**config.mk**
```make
export PLATFORM = sky130hd
export DESIGN_NAME = scan_decoder
export DESIGN_NICKNAME = d
export VERILOG_FILES = /design/src/rtl/scan_decoder_pkg.sv /design/src/rtl/scan_decoder_tick_gen.sv /design/src/rtl/scan_decoder.sv
export SDC_FILE = /design/constraint.sdc
export NUM_CORES = 1
export LEC_CHECK = 0
export BUFFER_PORTS_ARGS = -buffer_cell sky130_fd_sc_hd__clkbuf_2
export CORE_ASPECT_RATIO = 0.9
export CORE_MARGIN = 2
export CORE_UTILIZATION = 35
export DETAILED_ROUTE_END_ITERATION = 8
export SLEW_MARGIN = 30
export SYNTH_ARGS = -nofsm -noshare
export SYNTH_HDL_FRONTEND = slang
export SYNTH_HIERARCHICAL = 1
export SYNTH_SLANG_ARGS = --single-unit
```
**constraint.sdc**
```tcl
create_clock -name clk -period 3.95 [get_ports clk]
set_input_delay 0 -clock clk [delete_from_list [all_inputs] [get_ports clk]]
set_output_delay 0 -clock clk [all_outputs]
set_load 0.01 [all_outputs]
```
**src/rtl/scan_decoder_pkg.sv**
```systemverilog
// ---------------------------------------------------------------------------
// scan_decoder_pkg
//   Shared encodings for the scan_decoder block: FSM state encoding and the
//   mode input constants.
//   Build option used elsewhere in this block: SCAN_DEC_IDX_OUT_EN (adds the
//   idx_o port on scan_decoder).
// ---------------------------------------------------------------------------
package scan_decoder_pkg;

  // 2-bit state encoding; 2'b11 is unused and recovers to idle.
  typedef enum logic [1:0] {
    ST_IDLE   = 2'b00,
    ST_DIRECT = 2'b01,
    ST_SCAN   = 2'b10
  } state_e;

  localparam logic MODE_DIRECT = 1'b0;
  localparam logic MODE_SCAN   = 1'b1;

endpackage : scan_decoder_pkg

```
**src/rtl/scan_decoder_tick_gen.sv**
```systemverilog
// ---------------------------------------------------------------------------
// scan_tick_gen
//   Dwell-time divider for the scan rotation. Counts clocks while run=1 and
//   emits a 1-clock tick in the cycle the count sits at PERIOD-1; the count
//   then restarts at 0. clr forces the count back to 0 and suppresses tick.
//   Ports:
//     clk    in  rising-edge clock
//     rst_n  in  synchronous active-low reset (count -> 0)
//     clr    in  synchronous clear, dominates run
//     run    in  count enable
//     tick   out combinational terminal-count strobe
//   Parameters:
//     PERIOD  clocks per tick, >= 1 (PERIOD=1 ticks every running clock)
// ---------------------------------------------------------------------------
module scan_tick_gen #(
  parameter int PERIOD = 4
) (
  input  logic clk,
  input  logic rst_n,
  input  logic clr,
  input  logic run,
  output logic tick
);

  localparam int DIV_W = $clog2(PERIOD) + 1;
  localparam logic [DIV_W-1:0] DIV_LAST = DIV_W'(PERIOD - 1);

  logic [DIV_W-1:0] div_q, div_d;

  assign tick = run && !clr && (div_q == DIV_LAST);

  always_comb begin
    div_d = div_q;
    if (clr) begin
      div_d = '0;
    end else if (run) begin
      if (div_q == DIV_LAST) begin
        div_d = '0;
      end else begin
        div_d = div_q + DIV_W'(1);
      end
    end
  end

  always_ff @(posedge clk) begin
    if (!rst_n) begin
      div_q <= '0;
    end else begin
      div_q <= div_d;
    end
  end

endmodule : scan_tick_gen

```
**src/rtl/scan_decoder.sv**
```systemverilog
// ---------------------------------------------------------------------------
// scan_decoder
//   SEL_W-to-2**SEL_W one-hot decoder with registered output and enable.
//   DIRECT mode decodes sel; SCAN mode rotates the active line every PERIOD
//   clocks, pulsing wrap when the rotation returns from the last line to 0.
//   Drives digit-select / row-strobe lines of multiplexed displays/keypads.
//
//   state  | meaning
//   -------+-----------------------------------------------------------
//   IDLE   | en=0: all outputs low
//   DIRECT | y = 1<<sel, one clock after sel
//   SCAN   | y rotates through all lines, PERIOD clocks per line
//
//   Ports:
//     clk    in   rising-edge clock
//     rst_n  in   synchronous active-low reset, overrides all inputs
//     en     in   0 forces idle (all outputs low)
//     mode   in   0 = DIRECT, 1 = SCAN (only meaningful while en=1)
//     sel    in   line index for DIRECT mode
//     y      out  registered one-hot (or all-zero when idle)
//     wrap   out  1-clock pulse when SCAN moves from line OUT_N-1 to 0
//     idx_o  out  registered SCAN index, 0 outside SCAN
//                 (only when SCAN_DEC_IDX_OUT_EN is defined)
//   Parameters:
//     SEL_W   select width, 1..6; OUT_N = 2**SEL_W output lines
//     PERIOD  clocks each line stays active in SCAN, >= 1
// ---------------------------------------------------------------------------
module scan_decoder
  import scan_decoder_pkg::*;
#(
  parameter int SEL_W  = 2,
  parameter int PERIOD = 4
) (
  input  logic               clk,
  input  logic               rst_n,
  input  logic               en,
  input  logic               mode,
  input  logic [SEL_W-1:0]   sel,
  output logic [2**SEL_W-1:0] y,
  output logic               wrap
`ifdef SCAN_DEC_IDX_OUT_EN
  ,
  output logic [SEL_W-1:0]   idx_o
`endif
);

  localparam int OUT_N = 2**SEL_W;

  state_e           state_q, state_d;
  logic [SEL_W-1:0] idx_q, idx_d;
  logic [OUT_N-1:0] y_q, y_d;
  logic             wrap_q, wrap_d;
  logic             scan_run;
  logic             step_tick;

  // Next-state logic; en=0 dominates mode in every state.
  always_comb begin
    state_d = state_q;
    case (state_q)
      ST_IDLE: begin
        if (en) begin
          state_d = (mode == MODE_SCAN) ? ST_SCAN : ST_DIRECT;
        end
      end
      ST_DIRECT: begin
        if (!en) begin
          state_d = ST_IDLE;
        end else if (mode == MODE_SCAN) begin
          state_d = ST_SCAN;
        end
      end
      ST_SCAN: begin
        if (!en) begin
          state_d = ST_IDLE;
        end else if (mode == MODE_DIRECT) begin
          state_d = ST_DIRECT;
        end
      end
      default: state_d = ST_IDLE;
    endcase
  end

  // The divider only runs while we stay in SCAN; entering or leaving SCAN
  // clears it, so a re-entry always dwells a full PERIOD on line 0.
  assign scan_run = (state_q == ST_SCAN) && (state_d == ST_SCAN);

  scan_tick_gen #(
    .PERIOD (PERIOD)
  ) u_tick_gen (
    .clk   (clk),
    .rst_n (rst_n),
    .clr   (!scan_run),
    .run   (scan_run),
    .tick  (step_tick)
  );

  // Output decode keyed on the state being entered, so a mode change on a
  // step edge takes the new mode's action and the pending step is dropped.
  always_comb begin
    idx_d  = '0;
    y_d    = '0;
    wrap_d = 1'b0;
    case (state_d)
      ST_DIRECT: begin
        y_d[sel] = 1'b1;
      end
      ST_SCAN: begin
        if (!scan_run) begin
          y_d[0] = 1'b1;
        end else if (step_tick) begin
          // idx is exactly SEL_W wide, so the increment wraps mod OUT_N.
          idx_d      = idx_q + SEL_W'(1);
          y_d[idx_d] = 1'b1;
          wrap_d     = &idx_q;
        end else begin
          idx_d      = idx_q;
          y_d[idx_q] = 1'b1;
        end
      end
      default: ;
    endcase
  end

  always_ff @(posedge clk) begin
    if (!rst_n) begin
      state_q <= ST_IDLE;
      idx_q   <= '0;
      y_q     <= '0;
      wrap_q  <= 1'b0;
    end else begin
      state_q <= state_d;
      idx_q   <= idx_d;
      y_q     <= y_d;
      wrap_q  <= wrap_d;
    end
  end

  assign y    = y_q;
  assign wrap = wrap_q;
`ifdef SCAN_DEC_IDX_OUT_EN
  assign idx_o = idx_q;
`endif

endmodule : scan_decoder

```
==> summary.md <==
| Metric | Value |
|---|---|
| CP top delay family | simple AND/OR/NAND/NOR gates |
| Setup bufs post-CTS | 0 |
| Final worst setup slack | 1.56 ns |
| Worst r2r path cells | 12 |
| Layout cells sized above 1 | 22.5% |
| Yosys reg bits | 12 |
| Critical Path Sink | y[2]$_SDFF_PN0_ |
| IO Port Bufs | 10 |
| Vias per Instance | 4.39 |
| Worst setup path category | flop to flop |
| Iteration-0 DRC Markers | 10 |
| Routed WL per cell | 9.53 um |
| Worst Hold Depth | 2 |
| Routed met2 length | 406 um |
| CP bufs+invs | 3 |
| Syn Std Cell Area | 651 um^2 |
| Dpl hpwl | 799 um |
| Max Root-Sink Buffers | 2 |
| Synth cell count leaders | dfxtp_1, ha_1, nor2_1 |
| Final hold violations | 0 |
| R2R Setup Slk | 1.56 ns |
| Syn-to-layout area delta | 16.7% |
| Simple-gate area share of the yosys netlist | 19.6% |
| Status | finished, final reports clean |
| Die footprint | 2220 um^2 |
| GPL Wtd Cong | 0.727 |
| Placed cells | 100 |
| Setup TNS | 0 ns |
| Total Nets Final | 97 |
| Mux share of post-synthesis cell area | 11.5% |
| Max layer used | met4 |
| Synth Flop Type | dfxtp_1 |
| Total power draw | 208 uW |
| Clock-pin slew on the worst setup and hold paths | 0.07 ns |
| Launch point of the worst reg-to-reg path | state_q[1]$_SDFF_PN0_ |
| Initial Util | 37.9% |
| Root buf cell | clkbuf_4 |
| HP Class | input pin to flop |
| Final slew viol count | 0 |
| Gr usage total | 10.9% |
| Number of buffers created by CTS | 3 |
| Max Cap Viol | 0 |
| Diodes inserted | 0 |
| Least-Margin Pin Slew | 0.273 ns |
| Layout Skew | 0.000602 ns |
| Max Fclk | 419 MHz |
| Die W | 49.4 um |
| H-Tree Depth | 1 |
| Post-synth top area share | 36.9% |
| Cts repair resizes | 0 |
| CP Depth | 12 |
| Leading area contributor after synthesis | dfxtp_1 |
| Die Height | 44.9 um |
| Total core area | 1720 um^2 |
| Synth Area in Adders | 17.3% |
| Post-synthesis compound-gate area fraction | 8.08% |
| Register area share after synthesis | 36.9% |
| Crit path DAT | 2.55 ns |
| Worst-path cell chain | a21boi_0, nand2_1, inv_1, ha_1, nand3b_1, inv_1, nand2_1, nor3_1, buf_4, mux2_4, a32oi_1, nor2_1 |
| Grt ovf | 0 |
| DP Worst Slack | 1.59 ns |
| Minimum clock period | 2.39 ns |
| Final period util | 60.5% |
| Power per cell area | 273 nW/um^2 |
| Final hold slack | 0.0353 ns |
| Met3 wire len | 68 um |
| Finished Layout Cells | 104 |
| Clk Latency, worst-skew pair | 0.26 ns |
| Total Wirelength | 991 um |
| RSZ-0062 raised after global routing | false |
| Via count | 457 |
| Async set-reset flop share out of synthesis | 0% |
| Worst endpoint required time | 4.11 ns |
| Number of global-route vias before repair | 422 |
| Critical R2R Capture | y[2]$_SDFF_PN0_ |
| Setup crit start | state_q[1]$_SDFF_PN0_ |
| # DRC | 0 |
| Initial antenna violation count | 0 |
| First-pass GRT wire length | 1740 um |
| VDD IR max | 0.164 mV |
| Most frequent cell after synthesis | dfxtp_1 |
| Largest net degree at the start of global routing | 8 |
| Clk sinks | 12 |
| # setup viols final | 0 |
| Hold buffers post-CTS | 1 |
| Largest family of logic cells by synthesized area | simple AND/OR/NAND/NOR gates |
| Syn Area/Cell | 9.86 um^2 |
| EDFF count, synth | 0 |
| Yosys cell types | 22 |
| Drt pass-1 iters | 3 |
| Syn Inst Count | 66 |
| Core Rows | 14 |
| Wl on met1 | 505 um |
| Top cells by area, synth | dfxtp_1, ha_1, mux2_4 |
| Worst setup SP type | flop |
| CP Max Fanout | 7 |
| Yosys warning count | 6 |
| Pleak | 0.325 nW |
| CTS tree | done |
| Post-synthesis net count | 81 |
| Critical Path Max Stage Delay | 0.31 ns |
| Ports | 11 |
| Max transition margin | 81.7% |
| Slowest stage cell, crit path | dfxtp_1 |
| CP endpoint kind | flop |
| Final ANT Viol Nets | 0 |
| Post-Synth XOR/XNOR Area | 1.35% |
metrics by stage:
step,instance area (um^2),util [%]
after CTS,759,44.2
after floorplan,651,-
after global routing,759,44.2
after detailed placement,727,42.3
after global placement,727,42.3
final,759,44.2
flip-flops by register name, indices dropped and copies added (netlist names):
| signal | cells |
|---|---|
| state_q | 2 |
| u_tick_gen/div_q | 3 |
| wrap | 1 |
| y | 4 |
| idx_q | 2 |
layer usage:
metal | vias to the layer above | global-route usage [%]
met4 | 0 | 6.67
met2 | 9 | 16.2
met5 | - | 0
met3 | 2 | 5.63
li1 | 248 | -
met1 | 198 | 12.6
power breakdown:
| group | internal [mW] | leakage (nW) | switching [mW] |
|---|---|---|---|
| clock network | 0.0352 | 0.0138 | 0.0356 |
| registers | 0.122 | 0.0970 | 0.000521 |
| logic | 0.00670 | 0.215 | 0.00739 |
| total | 0.164 | 0.325 | 0.0435 |
final cells by class:
cell class,instances,area [um^2]
fillers,185,957
well taps,24,30.0
repair buffers,12,67.6
flip-flops and latches,12,240
clock buffers,3,22.5
inverters,6,22.5
multi-input cells,47,377
worst min-delay path by stage:
stage | from | to | slack (ns)
CTS | rst_n | state_q[0]$_SDFF_PN0_ | 0.03
global placement | mode | state_q[1]$_SDFF_PN0_ | 0.26
floorplan | rst_n | state_q[0]$_SDFF_PN0_ | 0.12
global route | rst_n | state_q[0]$_SDFF_PN0_ | 0.05
detailed placement | mode | state_q[1]$_SDFF_PN0_ | 0.26
finish | rst_n | state_q[0]$_SDFF_PN0_ | 0.04
kinds of logic after synthesis:
family / count (synthesis)
xor gates and xnor gates: 1
and+or+nand+nor: 24
adders and majority gates: 9
muxes: 6
DFF: 12
buffers and inverters: 7
AOI/OAI and AO/OA: 7
cell usage in the layout, fill, tap and decap left out, types with 4 or more instances in the layout:
| cell | Yosys | layout |
|---|---|---|
| clkbuf_2 | 0 | 10 |
| dfxtp_1 | 12 | 12 |
| ha_1 | 9 | 9 |
| inv_1 | 6 | 6 |
| nand2_1 | 5 | 5 |
| nand2b_1 | 4 | 4 |
| nor2_1 | 7 | 7 |
(Power assumes the default switching activity.)
